--- config.mk ---
export PLATFORM = sky130hd
export DESIGN_NAME = fft_qpsk_demap
export DESIGN_NICKNAME = d
export VERILOG_FILES = /design/src/rtl/fft_qpsk_demap_pkg.sv /design/src/rtl/fft_qpsk_demap_byte_fifo.sv /design/src/rtl/fft_qpsk_demap.sv
export SDC_FILE = /design/constraint.sdc
export NUM_CORES = 1
export LEC_CHECK = 0
export CORE_UTILIZATION = 42
export CTS_CLUSTER_SIZE = 20
export DETAILED_ROUTE_END_ITERATION = 7
export PLACE_DENSITY = 0.8
export SLEW_MARGIN = 5
export SYNTH_ARGS = -nofsm -noshare
export SYNTH_HDL_FRONTEND = slang
export SYNTH_SLANG_ARGS = --single-unit
--- constraint.sdc ---
create_clock -name clk -period 7.9 [get_ports clk]
set_clock_uncertainty 0.15 [all_clocks]
set_input_delay 1.58 -clock clk [delete_from_list [all_inputs] [get_ports clk]]
set_output_delay 1.58 -clock clk [all_outputs]
set_load 0.01 [all_outputs]
--- src/rtl/fft_qpsk_demap_pkg.sv ---
// Shared constants, state encoding and bank-word helpers for the FFT QPSK demapper.
package fft_qpsk_demap_pkg;
  localparam int NUM_BINS   = 1024;
  localparam int BANK_DEPTH = 512;
  localparam int ADDR_W     = 11;
  localparam int SAMPLE_W   = 16;
  localparam int WORD_W     = 32;
  localparam int BIN_W      = $clog2(NUM_BINS);
  localparam int BANK_BIT   = $clog2(BANK_DEPTH);

  // Bank words carry the real part in the upper half, imaginary in the lower half.
  localparam int RE_MSB = WORD_W - 1;
  localparam int RE_LSB = SAMPLE_W;
  localparam int IM_MSB = SAMPLE_W - 1;
  localparam int IM_LSB = 0;

  typedef enum logic [1:0] {ST_IDLE, ST_GRAB, ST_READ, ST_DRAIN} state_e;

  // Hard QPSK decision {b1, b0}; zero counts as non-negative.
  function automatic logic [1:0] qpsk_decide(input logic [WORD_W-1:0] word);
    logic signed [SAMPLE_W-1:0] re;
    logic signed [SAMPLE_W-1:0] im;
    re = word[RE_MSB:RE_LSB];
    im = word[IM_MSB:IM_LSB];
    return {re < 0, im < 0};
  endfunction
endpackage

--- src/rtl/fft_qpsk_demap_byte_fifo.sv ---
// First-word-fall-through byte FIFO with an occupancy count for upstream credit.
module fft_qpsk_demap_byte_fifo #(
  parameter int DEPTH = 4
) (
  input  logic                    clk,
  input  logic                    rst,
  input  logic                    push,
  input  logic [7:0]              din,
  input  logic                    pop,
  output logic [7:0]              dout,
  output logic                    empty,
  output logic [$clog2(DEPTH):0]  count
);
  localparam int PTR_W = $clog2(DEPTH);
  localparam logic [PTR_W:0] FULL_CNT = (PTR_W + 1)'(DEPTH);

  logic [7:0]       mem_q [DEPTH];
  logic [PTR_W-1:0] wr_ptr_q, wr_ptr_d;
  logic [PTR_W-1:0] rd_ptr_q, rd_ptr_d;
  logic [PTR_W:0]   count_q, count_d;
  logic             do_push, do_pop;

  always_comb begin
    // NOTE: every signal gets a default first so no path through this block infers a latch.
    wr_ptr_d = wr_ptr_q;
    rd_ptr_d = rd_ptr_q;
    count_d  = count_q;
    do_push  = push && (count_q != FULL_CNT);
    do_pop   = pop && (count_q != '0);
    if (do_push) wr_ptr_d = wr_ptr_q + 1'b1;
    if (do_pop)  rd_ptr_d = rd_ptr_q + 1'b1;
    if (do_push && !do_pop)      count_d = count_q + 1'b1;
    else if (!do_push && do_pop) count_d = count_q - 1'b1;
  end

  always_ff @(posedge clk or posedge rst) begin
    if (rst) begin
      wr_ptr_q <= '0;
      rd_ptr_q <= '0;
      count_q  <= '0;
      // NOTE: the storage is reset too, so the head word (m_data) reads 0 rather than X out of reset.
      for (int i = 0; i < DEPTH; i++) mem_q[i] <= '0;
    end else begin
      // NOTE: non-blocking assignments keep every flop updating from the same pre-edge values.
      wr_ptr_q <= wr_ptr_d;
      rd_ptr_q <= rd_ptr_d;
      count_q  <= count_d;
      if (do_push) mem_q[wr_ptr_q] <= din;
    end
  end

  assign dout  = mem_q[rd_ptr_q];
  assign empty = (count_q == '0);
  assign count = count_q;
endmodule

--- src/rtl/fft_qpsk_demap.sv ---
// Reads FFT bins from the two result banks, makes hard QPSK decisions and packs
// four symbols per byte onto a valid/ready stream.
module fft_qpsk_demap
  import fft_qpsk_demap_pkg::*;
#(
  parameter int FIRST_BIN    = 0,
  parameter int LAST_BIN     = 1023,
  parameter int READ_LATENCY = 2,
  parameter int FIFO_DEPTH   = 4
) (
  input  logic              clk,
  input  logic              rst,
  input  logic              start,
  output logic              busy,
  output logic              done,
  output logic              mem_sel,
  output logic              oce0,
  output logic              oce1,
  output logic              ce0,
  output logic              ce1,
  output logic              wre0,
  output logic              wre1,
  output logic [ADDR_W-1:0] ad0,
  output logic [ADDR_W-1:0] ad1,
  output logic [WORD_W-1:0] din0,
  output logic [WORD_W-1:0] din1,
  input  logic [WORD_W-1:0] dout0,
  input  logic [WORD_W-1:0] dout1,
  output logic [7:0]        m_data,
  output logic              m_valid,
  input  logic              m_ready
);
  localparam int CNT_W   = $clog2(FIFO_DEPTH) + 1;
  localparam int SYM_CAP = 4 * FIFO_DEPTH;
  localparam int USE_W   = $clog2(SYM_CAP + READ_LATENCY + 4) + 1;

  state_e                  state_q, state_d;
  logic [BIN_W-1:0]        k_q, k_d;
  logic [ADDR_W-1:0]       ad0_q, ad0_d, ad1_q, ad1_d;
  logic                    done_q, done_d;
  logic [READ_LATENCY-1:0] vld_q, vld_d, bank_q, bank_d;
  logic [5:0]              pack_q, pack_d;
  logic [1:0]              pack_cnt_q, pack_cnt_d;

  logic              issue, issue_bank, ce0_c, ce1_c;
  logic [ADDR_W-1:0] issue_addr;
  logic [USE_W-1:0]  in_flight, used;
  logic              ret_vld;
  logic [1:0]        sym;
  logic              push;
  logic [7:0]        push_data;
  logic              fifo_empty, pop;
  logic [CNT_W-1:0]  fifo_count;

  // Symbols already committed downstream of the issue point; issue only while they fit the FIFO.
  always_comb begin
    in_flight = '0;
    for (int i = 0; i < READ_LATENCY; i++) in_flight = in_flight + USE_W'(vld_q[i]);
    used = USE_W'({fifo_count, 2'b00}) + in_flight + USE_W'(pack_cnt_q);
  end

  always_comb begin
    state_d = state_q;
    k_d     = k_q;
    done_d  = 1'b0;
    issue   = 1'b0;
    case (state_q)
      ST_IDLE:  if (start) state_d = ST_GRAB;
      ST_GRAB: begin
        k_d     = BIN_W'(FIRST_BIN);
        state_d = ST_READ;
      end
      ST_READ: if (used < USE_W'(SYM_CAP)) begin
        issue = 1'b1;
        k_d   = k_q + 1'b1;
        if (k_q == BIN_W'(LAST_BIN)) state_d = ST_DRAIN;
      end
      ST_DRAIN: if ((vld_q == '0) && (pack_cnt_q == '0) && fifo_empty) begin
        done_d  = 1'b1;
        state_d = ST_IDLE;
      end
      default: state_d = ST_IDLE;
    endcase
  end

  always_comb begin
    issue_bank = k_q[BANK_BIT];
    issue_addr = ADDR_W'(k_q[BANK_BIT-1:0]);
    ce0_c      = issue && !issue_bank;
    ce1_c      = issue && issue_bank;
    ad0_d      = ce0_c ? issue_addr : ad0_q;
    ad1_d      = ce1_c ? issue_addr : ad1_q;
    vld_d      = vld_q << 1;
    bank_d     = bank_q << 1;
    vld_d[0]   = issue;
    bank_d[0]  = issue_bank;
  end

  // The bank tag travels with the read so the return word comes from the bank that was addressed.
  always_comb begin
    ret_vld    = vld_q[READ_LATENCY-1];
    sym        = qpsk_decide(bank_q[READ_LATENCY-1] ? dout1 : dout0);
    pack_d     = pack_q;
    pack_cnt_d = pack_cnt_q;
    push       = 1'b0;
    push_data  = {pack_q, sym};
    if (ret_vld) begin
      if (pack_cnt_q == 2'd3) begin
        push       = 1'b1;
        pack_cnt_d = 2'd0;
      end else begin
        pack_d     = {pack_q[3:0], sym};
        pack_cnt_d = pack_cnt_q + 2'd1;
      end
    end
  end

  always_ff @(posedge clk or posedge rst) begin
    if (rst) begin
      state_q    <= ST_IDLE;
      k_q        <= '0;
      ad0_q      <= '0;
      ad1_q      <= '0;
      done_q     <= 1'b0;
      vld_q      <= '0;
      bank_q     <= '0;
      pack_q     <= '0;
      pack_cnt_q <= '0;
    end else begin
      state_q    <= state_d;
      k_q        <= k_d;
      ad0_q      <= ad0_d;
      ad1_q      <= ad1_d;
      done_q     <= done_d;
      vld_q      <= vld_d;
      bank_q     <= bank_d;
      pack_q     <= pack_d;
      pack_cnt_q <= pack_cnt_d;
    end
  end

  fft_qpsk_demap_byte_fifo #(.DEPTH(FIFO_DEPTH)) u_fifo (
    .clk   (clk),
    .rst   (rst),
    .push  (push),
    .din   (push_data),
    .pop   (pop),
    .dout  (m_data),
    .empty (fifo_empty),
    .count (fifo_count)
  );

  assign pop     = m_valid && m_ready;
  assign m_valid = !fifo_empty;
  assign busy    = (state_q != ST_IDLE);
  assign mem_sel = !busy;
  assign done    = done_q;
  assign ce0     = ce0_c;
  assign ce1     = ce1_c;
  assign ad0     = ad0_d;
  assign ad1     = ad1_d;
  assign oce0    = 1'b1;
  assign oce1    = 1'b1;
  assign wre0    = 1'b0;
  assign wre1    = 1'b0;
  assign din0    = '0;
  assign din1    = '0;
endmodule

# Word-level counts from Yosys, hierarchy flattened
# Index checks and enable logic that the tools add are counted.
[totals]
word_cells = 95
reg_bits = 86
inputBits = 68
out_inout_bits = 104
[op_classes]
magnitude_cmp = 6
bitwise = 3
n_addsub = 9
n_reduce_logical = 26
mux = 25
eq_ne = 10
[ops]
columns = ["op", "n"]
rows = [
  ["32-bit bitwise mux", 1],
  ["16-bit by 1-bit < comparator with 1-bit output (second input constant)", 2],
  ["32-bit 2-to-1 mux", 1],
  ["8-bit 2-to-1 mux", 3],
  ["11-bit 2-to-1 mux", 2],
  ["10-bit case mux with 2 select lines", 1],
  ["8-bit binary-select mux with 2-bit select", 1],
  ["8-bit demux with 2-bit select", 1],
  ["10-bit by 1-bit adder with 10-bit output (second input constant)", 1],
  ["10-bit equality test (second input constant)", 1],
  ["1-bit logical AND", 10],
  ["10-bit 2-to-1 mux", 1],
  ["2-bit 2-to-1 mux", 5],
  ["2-bit inequality test (second input constant)", 4],
  ["2-bit case mux with 4 select lines", 1],
  ["2-bit by 1-bit adder with 2-bit output (second input constant)", 3],
  ["5-bit by 2-bit adder with 6-bit output", 1],
  ["6-bit by 2-bit adder with 6-bit output", 1],
  ["2-bit equality test (second input constant)", 3],
  ["3-bit greater-or-equal comparator (second input constant)", 2],
  ["2-bit zero test", 3],
  ["6-bit by 5-bit < comparator with 1-bit output (second input constant)", 1],
  ["1-bit 2-to-1 mux", 6],
  ["3-bit 2-to-1 mux", 2],
  ["14 further kinds", 22],
]

# Logic depth before layout (Yosys ltp)
# Gate-level depths: netlist of the first run.
[logic_depth]
depth_word = 8
depth_mapped = 9
mapped_depth_nobuf = 8

# Cells and area by module
# A second synthesis of the first run with hierarchy kept.
[unflattened]
hier_cells = 357
hier_area_um2 = 4420.5
[modules_own_cells]
columns = ["mod", "cells_per_inst", "area_each_um2", "n_inst"]
rows = [
  ["fft_qpsk_demap", 244, 2635.0, 1],
  ["fft_qpsk_demap_byte_fifo", 113, 1785.5, 1],
]

# Worst setup path before layout of the first run
# OpenSTA, ideal clock, no wires.
[synth_timing]
path_kind = "register to output"
start = "register vld_q[1]"
end = "output port ad1[2]"
n_path_buf = 1
stages_incl_launch_ff = 8
setup_slack_ns = 4.297
arrival_ns = 1.873
path_cell_list = "dfrtp_1 > inv_1 > ha_1 > a21oi_4 > o311a_4 > nand2_1 > buf_4 > mux2_2"
[synth_between]
elab_chain_len = 8
[synth_rtl]
columns = ["element", "line_no", "source"]
rows = [
  ["from (decl)", "fft_qpsk_demap.sv:41", "logic [READ_LATENCY-1:0] vld_q, vld_d, bank_q, bank_d;"],
  ["from (signal assigned)", "fft_qpsk_demap.sv:135", "vld_q <= vld_d;"],
  ["1-bit by 1-bit adder with 2-bit output", "fft_qpsk_demap.sv:58", "for (int i = 0; i < READ_LATENCY; i++) in_flight = in_flight + USE_W'(vld_q[i]);"],
  ["5-bit by 2-bit adder with 6-bit output", "fft_qpsk_demap.sv:59", "used = USE_W'({fifo_count, 2'b00}) + in_flight + USE_W'(pack_cnt_q);"],
  ["6-bit by 2-bit adder with 6-bit output", "fft_qpsk_demap.sv:59", ""],
  ["6-bit by 5-bit < comparator with 1-bit output", "fft_qpsk_demap.sv:73", "ST_READ: if (used < USE_W'(SYM_CAP)) begin"],
  ["1-bit 2-to-1 mux", "fft_qpsk_demap.sv:73", ""],
  ["1-bit 2-to-1 mux", "fft_qpsk_demap.sv:67", "case (state_q)"],
  ["net issue", "fft_qpsk_demap.sv:45", "logic issue, issue_bank, ce0_c, ce1_c;"],
  ["1-bit logical AND", "fft_qpsk_demap.sv:90", "ce1_c = issue && issue_bank;"],
  ["11-bit 2-to-1 mux", "fft_qpsk_demap.sv:92", "ad1_d = ce1_c ? issue_addr : ad1_q;"],
  ["to (decl)", "fft_qpsk_demap.sv:24", "output logic [ADDR_W-1:0] ad1,"],
]
# The timed path passes the listed nets, and every way through them passes these cells.

# Worst setup path in the final report of the first run
[layout_timing]
start = "register vld_q[1]"
end = "output port ad0[0]"
[layout_between]
elab_chain_len = 8
[layout_rtl]
columns = ["element", "line_no", "source"]
rows = [
  ["1-bit by 1-bit adder with 2-bit output", "fft_qpsk_demap.sv:58", ""],
  ["5-bit by 2-bit adder with 6-bit output", "fft_qpsk_demap.sv:59", ""],
  ["6-bit by 2-bit adder with 6-bit output", "fft_qpsk_demap.sv:59", ""],
  ["6-bit by 5-bit < comparator with 1-bit output", "fft_qpsk_demap.sv:73", ""],
  ["1-bit 2-to-1 mux", "fft_qpsk_demap.sv:73", ""],
  ["1-bit 2-to-1 mux", "fft_qpsk_demap.sv:67", ""],
  ["net issue", "fft_qpsk_demap.sv:45", ""],
  ["1-bit logical AND", "fft_qpsk_demap.sv:89", "ce0_c = issue && !issue_bank;"],
  ["11-bit 2-to-1 mux", "fft_qpsk_demap.sv:91", "ad0_d = ce0_c ? issue_addr : ad0_q;"],
  ["to (decl)", "fft_qpsk_demap.sv:23", "output logic [ADDR_W-1:0] ad0,"],
]
# The timed path passes the listed nets, and every way through them passes these cells.

==> results of run 1 <==
-- registers in the layout (all words and copies together) (netlist names), 3 cells and up --
register,cells
k_q,10
ad0_q,11
ad1_q,11
u_fifo.mem_q,32
u_fifo.count,3
pack_q,6
-- how the worst max path moves through the flow --
| stage | endpoint | slack [ns] | cells after the start |
|---|---|---|---|
| CTS | ad0[1] | 3.16 | 7 |
| detailed placement | ad0[1] | 3.57 | 7 |
| finish | ad0[0] | 3.20 | 7 |
| global placement | ad0[0] | 3.60 | 7 |
| global route | ad1[8] | 3.03 | 7 |
| floorplan | ad0_q[0]$_DFF_PP0_ | 3.95 | 1 |
-- layout make-up --
cell class,count,share of cell area
repair buffers,44,0.0892
well taps,136,0.0347
clock buffers,14,0.0393
inverters,13,0.0102
flip-flops and latches,86,0.439
clock inverters,2,0.00255
multi-input cells,233,0.386
-- cell usage after synthesis (all sizes together) --
master   count
o21ai       10
conb         2
inv         13
nor2         4
o2111ai      2
a22oi        1
dfrtp       86
nand4        2
nand2b       1
fa           1
and3         1
nand2       13
clkbuf       3
mux2        60
a21oi        7
nor2b        5
o21a         1
or4          2
a32o         1
ha          13
buf         77
xor2         2
o31ai        4
and2         6
mux4         8
nand3        6
o311a        2
xnor2        5
or3          6
or2          1
o211ai       1
-- routing by layer --
metal,global-route usage,vias to the layer above,part of all wire
met1,0.180,1236,0.44
met5,0,-,0
met3,0.0530,9,0.043
li1,-,1123,-
met2,0.247,65,0.51
met4,0.0402,0,0.0098
-- metrics by stage --
| stage | cell area, um2 | std cells | hold WS, ns | util |
|---|---|---|---|---|
| 6_report | 4910 | 528 | 0.200 | 0.477 |
| 5_1_grt | 4910 | 528 | 0.201 | 0.477 |
| 4_1_cts | 4910 | 528 | 0.203 | 0.477 |
| 3_5_place_dp | 4700 | 512 | 0.192 | 0.458 |
| 3_3_place_gp | 4700 | 512 | 0.187 | 0.458 |
| 2_1_floorplan | 4670 | 412 | 0.181 | - |
-- power groups by stage --
stage,clock (uW),combinational [uW],sequential (uW)
floorplan,0,494,664
global placement,0,587,718
detailed placement,0,608,730
CTS,318,611,722
global route,342,658,748
finish,307,602,722
-- cell usage in the layout (no fill, tap or decap), types with 2 or more instances in the layout --
| master | n |
|---|---|
| sky130_fd_sc_hd__nand2_1 | 13 |
| sky130_fd_sc_hd__nand3_1 | 6 |
| sky130_fd_sc_hd__clkdlybuf4s50_1 | 43 |
| sky130_fd_sc_hd__o21ai_0 | 9 |
| sky130_fd_sc_hd__mux4_2 | 8 |
| sky130_fd_sc_hd__inv_1 | 12 |
| sky130_fd_sc_hd__dfrtp_1 | 86 |
| sky130_fd_sc_hd__mux2_2 | 52 |
| sky130_fd_sc_hd__nor2_1 | 4 |
| sky130_fd_sc_hd__a21oi_1 | 6 |
| sky130_fd_sc_hd__mux2_4 | 8 |
| sky130_fd_sc_hd__o311a_4 | 2 |
| sky130_fd_sc_hd__or4_1 | 2 |
| sky130_fd_sc_hd__ha_1 | 13 |
| sky130_fd_sc_hd__and2_1 | 6 |
| sky130_fd_sc_hd__clkbuf_8 | 14 |
| sky130_fd_sc_hd__or3_1 | 6 |
| sky130_fd_sc_hd__o31ai_1 | 3 |
| sky130_fd_sc_hd__clkinv_2 | 2 |
| sky130_fd_sc_hd__xor2_1 | 2 |
| sky130_fd_sc_hd__conb_1 | 68 |
| sky130_fd_sc_hd__nor2b_1 | 4 |
| sky130_fd_sc_hd__xnor2_1 | 5 |
-- critical path, stage by stage, from the launching register on --
cell,delay [ns]
sky130_fd_sc_hd__dfrtp_1,0.47
sky130_fd_sc_hd__inv_1,0.08
sky130_fd_sc_hd__ha_1,0.31
sky130_fd_sc_hd__a21oi_4,0.21
sky130_fd_sc_hd__o311a_4,0.24
sky130_fd_sc_hd__nor2b_4,0.43
sky130_fd_sc_hd__mux2_2,0.40
sky130_fd_sc_hd__clkdlybuf4s50_1,0.48
-- logic make-up after synthesis --
logic type / share of synthesized area
buffers and inverters: 0.142
adder cells (fa/ha/maj): 0.0413
flip-flops: 0.486
AND/OR/NAND/NOR: 0.0588
other: 0.00170
multiplexers: 0.200
XOR/XNOR: 0.0138
AO/OA/AOI/OAI: 0.0557
==> results by group, run 1 <==
Timing
  • RSZ-0062 raised after global routing: false
  • Fin crit period: 4.70 ns
  • Slew Limit Headroom: 0.289
  • Final TNS setup: 0 ns
  • Worst-margin pin slew: 1.07 ns
  • Top achievable clock speed: 213 MHz
  • Min setup slack post-route: 3.20 ns
  • Final setup violation count: 0
  • Max Transition Viols Final: 0
  • Final Hold Fails: 0
  • Tcrit/Tclk final: 0.595

Clock network
  • Resized cells post-CTS: 0
  • Later-pin clock latency in the skew report: 0.35 ns
  • CTS Hold Bufs: 0
  • Cell chosen for the clock root: sky130_fd_sc_hd__clkbuf_8
  • TritonCTS Buffers: 9
  • Clock Tree Buf Depth: 2
  • Clock tree from TritonCTS: yes
  • # Post-CTS Setup Buffers: 0
  • # H-tree levels: 3
  • TritonCTS sink count: 86
  • Reg clk slew, reported paths: 0.08 ns

Yosys
  • Cell type contributing the most total cell area after synthesis: sky130_fd_sc_hd__dfrtp_1
  • Mapped cell area: 4430 um2
  • Flops & latches, synth: 86
  • Yosys synthesis warning count: 0
  • Mean cell area of the mapped netlist: 12.8 um2
  • Fraction of the yosys area taken by sequential cells: 0.486
  • Number of library cell types mapped by synthesis: 40
  • Number of instances in the synthesized netlist: 346
  • Largest cells by area after synthesis: sky130_fd_sc_hd__dfrtp_1 (49%), sky130_fd_sc_hd__mux2_2 (13%), sky130_fd_sc_hd__buf_4 (12%)
  • Area share of the largest cell type after synthesis: 0.486

Floorplan
  • Width of the die: 105 um
  • Placeable core area: 10300 um2
  • I/O pin count: 172
  • Starting utilization of the core area: 0.431
  • Full die area: 11000 um2
  • Die outline height: 105 um
  • Std cell rows: 37

Final layout
  • Number of filler instances in the final layout: 949
  • Seq. cell area: 2150 um2
  • Area taken by multi-input logic gates: 1890 um2
  • Area overhead of the layout relative to synthesis: 10.9%
  • Antenna cell count: 0
  • Count of nets after finishing: 469
  • Share of post-route cells with drive strength above 1: 0.242

Drt
  • Count of vias placed by the detailed router: 2433
  • Post-detailed-route via-to-cell ratio: 4.61
  • Total iterations of the first detailed-routing run: 4
  • Total wire length: 7180 um
  • Remaining antenna violation count after routing: 0
  • Post-DR wirelength/cell: 13.6 um
  • Initial detailed-routing violation count: 72
  • Remaining design rule violation count: 0

Global routing
  • Maximum number of pins on one net before global-route repair: 87
  • Antenna violations before repair: 0
  • Global-route wire length before repair: 12700 um
  • Residual overflow from global routing: 0
  • Vias in the first global route: 2538
  • Gr usage total: 0.148

Worst hold path
  • Hold EP: bank_q[1]$_DFF_PP0_
  • Worst hold path class: register to register
  • Hold Crit Start: bank_q[0]$_DFF_PP0_
  • Worst Hold Depth: 0

Critical path
  • Worst setup SP type: register
  • Setup Crit Path Kind: register to output pin
  • Setup crit start: vld_q[1]$_DFF_PP0_
  • Minimum setup slack among reg-to-reg paths: 5.50 ns
  • Startpoint of the most critical register-to-register path: vld_q[1]$_DFF_PP0_
  • Endpoint type of the worst setup path: output pin
  • WP data arrival: 2.97 ns
  • Critical path required time: 6.17 ns
  • Critical Path Fanout Max: 12
  • Cell depth of the worst flop-to-flop path: 6
  • R2r endpoint: ad0_q[1]$_DFF_PP0_

Place
  • Routability Congestion: 0.790
  • Setup slack at placement: 3.57 ns
  • Count of port buffers added during placement: 43
  • Post-detailed-placement half-perimeter wirelength: 4870 um

Pwr
  • Switching power: 542 uW
  • Worst VDD drop: 152 uV
  • Logic pwr share: 0.369
  • Lkg Pwr: 0.00230 uW
  • Part of the total power dissipated in the clock network: 0.189
  • Switching share of total power: 0.332
  • Flop pwr share: 0.442
  • Power density relative to cell area: 332 nW/um2
  • Internal cell power: 1090 uW
  • Total power: 1630 uW

Run
  • Count of max-cap constraint violations: 0

Status
  • Status: finished clean
Power figures use the tool's default switching activity.
==> run 2, diff against run 1 <==
- CORE_UTILIZATION: 42 -> 40
- clock period: 7.9 -> 4.1 ns (I/O delays scaled with it)
==> run 2 against run 1 <==
  * Worst setup slack lost 2.9 ns
  * Sequential share of layout area fell by 0.22 points
  * Non-clock buffer count up 3
  * Wire length rose by 2.3%
  * Highest routed layer unchanged
  * Final area is 0.51% higher
  * Flip-flop and latch count stayed put
  * Power grew 93%
  * Combinational power rose by 99%
  * Clock power up 84%
  * Die area grew 4.9%
==> results by group, run 2 (same netlist as run 1, synthesis figures left out) <==
Status
  • Status: finished clean (unchanged)

Floorplan
  • Full die area: 11500 um2 (was 11000 um2)
  • Die outline height: 107 um (was 105 um)
  • Std cell rows: 38 (was 37)
  • Width of the die: 107 um (was 105 um)
  • Placeable core area: 10800 um2 (was 10300 um2)
  • I/O pin count: 172 (unchanged)
  • Starting utilization of the core area: 0.410 (was 0.431)

Critical path
  • Setup Crit Path Kind: register to output pin (unchanged)
  • Critical path required time: 3.13 ns (was 6.17 ns)
  • Endpoint type of the worst setup path: output pin (unchanged)
  • List of cells traversed by the critical path: inv_1 > ha_1 > a21oi_4 > o311a_4 > nand2_2 > mux2_2 > clkdlybuf4s50_1 (was inv_1 > ha_1 > a21oi_4 > o311a_4 > nor2b_4 > mux2_2 > clkdlybuf4s50_1)
  • Worst setup SP type: register (unchanged)
  • Kind of cell adding the most delay to the critical path: buffers and inverters (unchanged)
  • WP data arrival: 2.83 ns (was 2.97 ns)
  • Crit path largest cell delay: 0.49 ns (was 0.48 ns)
  • Worst Path Buf+Inv: 2 (unchanged)
  • Critical Path Fanout Max: 12 (unchanged)
  • Slowest CP cell: sky130_fd_sc_hd__clkdlybuf4s50_1 (unchanged)

Clock network
  • TritonCTS Buffers: 9 (unchanged)
  • Clock tree from TritonCTS: yes (unchanged)
  • Later-pin clock latency in the skew report: 0.36 ns (was 0.35 ns)
  • Clock Tree Buf Depth: 2 (unchanged)
  • Reg clk slew, reported paths: 0.09 ns (was 0.08 ns)
  • # H-tree levels: 3 (unchanged)
  • Cell chosen for the clock root: sky130_fd_sc_hd__clkbuf_8 (unchanged)
  • TritonCTS sink count: 86 (unchanged)

Timing
  • Final setup violation count: 0 (unchanged)
  • Fin crit period: 3.80 ns
  • Top achievable clock speed: 263 MHz
  • RSZ-0062 raised after global routing: false (unchanged)
  • Final TNS setup: 0 ns (unchanged)
  • Worst-margin pin slew: 0.746 ns (was 1.07 ns)
  • Slew Limit Headroom: 0.502 (was 0.289)
  • Max Transition Viols Final: 0 (unchanged)
  • Tcrit/Tclk final: 0.926
  • Final Hold Fails: 0 (unchanged)

Final layout
  • Flip-flop count of the largest register after layout: 32 (unchanged)
  • Final design instance area without fill: 4930 um2 (was 4910 um2)
  • Share of post-route cells with drive strength above 1: 0.251 (was 0.242)
  • Final design utilization: 0.457 (was 0.477)
  • Number of filler instances in the final layout: 986 (was 949)
  • Register with the highest flop count: u_fifo.mem_q (unchanged)
  • Most common library cell in the layout ignoring fill and taps: sky130_fd_sc_hd__dfrtp_1 (unchanged)
  • Antenna cell count: 0 (unchanged)
  • Count of nets after finishing: 472 (was 469)
  • Regs by FF count: u_fifo.mem_q: 32 flops, ad0_q: 11 flops, ad1_q: 11 flops (unchanged)
  • Most frequent cells in the layout: sky130_fd_sc_hd__dfrtp_1 (86), sky130_fd_sc_hd__conb_1 (68), sky130_fd_sc_hd__mux2_2 (52) (unchanged)
  • Area overhead of the layout relative to synthesis: 11.4% (was 10.9%)

Pwr
  • Power density relative to cell area: 640 nW/um2 (was 332 nW/um2)
  • Worst VDD drop: 343 uV (was 152 uV)
  • Lkg Pwr: 0.00231 uW (was 0.00230 uW)

Drt
  • Remaining antenna violation count after routing: 0 (unchanged)
  • Remaining design rule violation count: 0 (unchanged)
  • Post-detailed-route via-to-cell ratio: 4.53 (was 4.61)
  • Total wire length: 7340 um (was 7180 um)
  • Count of vias placed by the detailed router: 2424 (was 2433)
  • Initial detailed-routing violation count: 101 (was 72)
  • Total iterations of the first detailed-routing run: 4 (unchanged)
  • Post-DR wirelength/cell: 13.7 um (was 13.6 um)

Place
  • Post-detailed-placement half-perimeter wirelength: 5230 um (was 4870 um)
  • Routability Congestion: 0.788 (was 0.790)
  • Dpl cell area: 4710 um2 (was 4700 um2)
  • Count of port buffers added during placement: 43 (unchanged)

Global routing
  • Global-route wire length before repair: 12600 um (was 12700 um)
  • Residual overflow from global routing: 0 (unchanged)
  • Vias in the first global route: 2568 (was 2538)
  • Antenna violations before repair: 0 (unchanged)
  • Maximum number of pins on one net before global-route repair: 46 (was 87)
  • Gr usage total: 0.142 (was 0.148)

Run
  • Count of max-cap constraint violations: 0 (unchanged)

Worst hold path
  • Worst hold path class: register to register (unchanged)
==> run 2: area by class of cell <==
| type | instances | area [um2] | share of cell area |
|---|---|---|---|
| Tap cell | 140 | 175 | 0.0355 |
| Sequential cell | 86 | 2150 | 0.436 |
| Multi-Input combinational cell | 233 | 1890 | 0.384 |
| Inverter | 13 | 50.0 | 0.0101 |
| Timing Repair Buffer | 47 | 473 | 0.0959 |
| Clock inverter | 7 | 63.8 | 0.0129 |
| Clock buffer | 9 | 124 | 0.0251 |
==> run 2: worst paths after layout <==
check                                            startpoint                            to  slack (ns)  cells past startpoint
worst max register to register  u_fifo.count[0]$_DFFE_PP0P_   u_fifo.count[2]$_DFFE_PP0P_        1.70                      8
worst min-delay path                    bank_q[0]$_DFF_PP0_           bank_q[1]$_DFF_PP0_        0.22                      0
max in group asynchronous                               rst            ad1_q[2]$_DFF_PP0_        2.27                      3
min in group asynchronous                               rst  u_fifo.mem_q[15]$_DFFE_PP0P_        0.75                      2
worst min register to register          bank_q[0]$_DFF_PP0_           bank_q[1]$_DFF_PP0_        0.22                      0
worst max-delay path                     vld_q[1]$_DFF_PP0_                        ad1[8]        0.30                      7
==> run 2: stage by stage <==
stage | hold WS (ns) | setup WS (ns) | cells | total power [uW]
CTS | 0.223 | 0.134 | 533 | 3160
global route | 0.222 | 0.127 | 535 | 3380
detailed placement | 0.213 | 0.537 | 517 | 2590
finish | 0.220 | 0.304 | 535 | 3160
global placement | 0.187 | 0.562 | 517 | 2520
floorplan | 0.181 | 0.908 | 412 | 2230
==> run 2: worst register-to-register path: cells and delay by family (launching register included) <==
kind / cells / cell delay [ns]
buf+inv: 1 / 0.06
simple gates: 3 / 0.78
fa+ha+maj: 2 / 0.57
xor+xnor: 2 / 0.30
flops: 1 / 0.48
==> run 2: what timing repair did <==
item,4_1_cts,5_1_grt
buffers inserted,0,2
hold endpoints to repair,0,0
hold buffers,0,0
gates resized for setup,0,1
setup endpoints to repair,0,11
==> run 2: where the power goes <==
part	internal, uW	switching (uW)
registers	1120	266
clock network	235	330
logic	706	499
total	2060	1090
==> run 2: per-layer routing <==
layer  wire length (um)  track usage  vias to the layer above  share of wire
met3                306       0.0383                       11          0.042
met2               3870        0.251                       69           0.53
met1               3080        0.168                     1211           0.42
met4                 82       0.0421                        0          0.011
met5                  0            0                        -              0
li1                   -            -                     1133              -
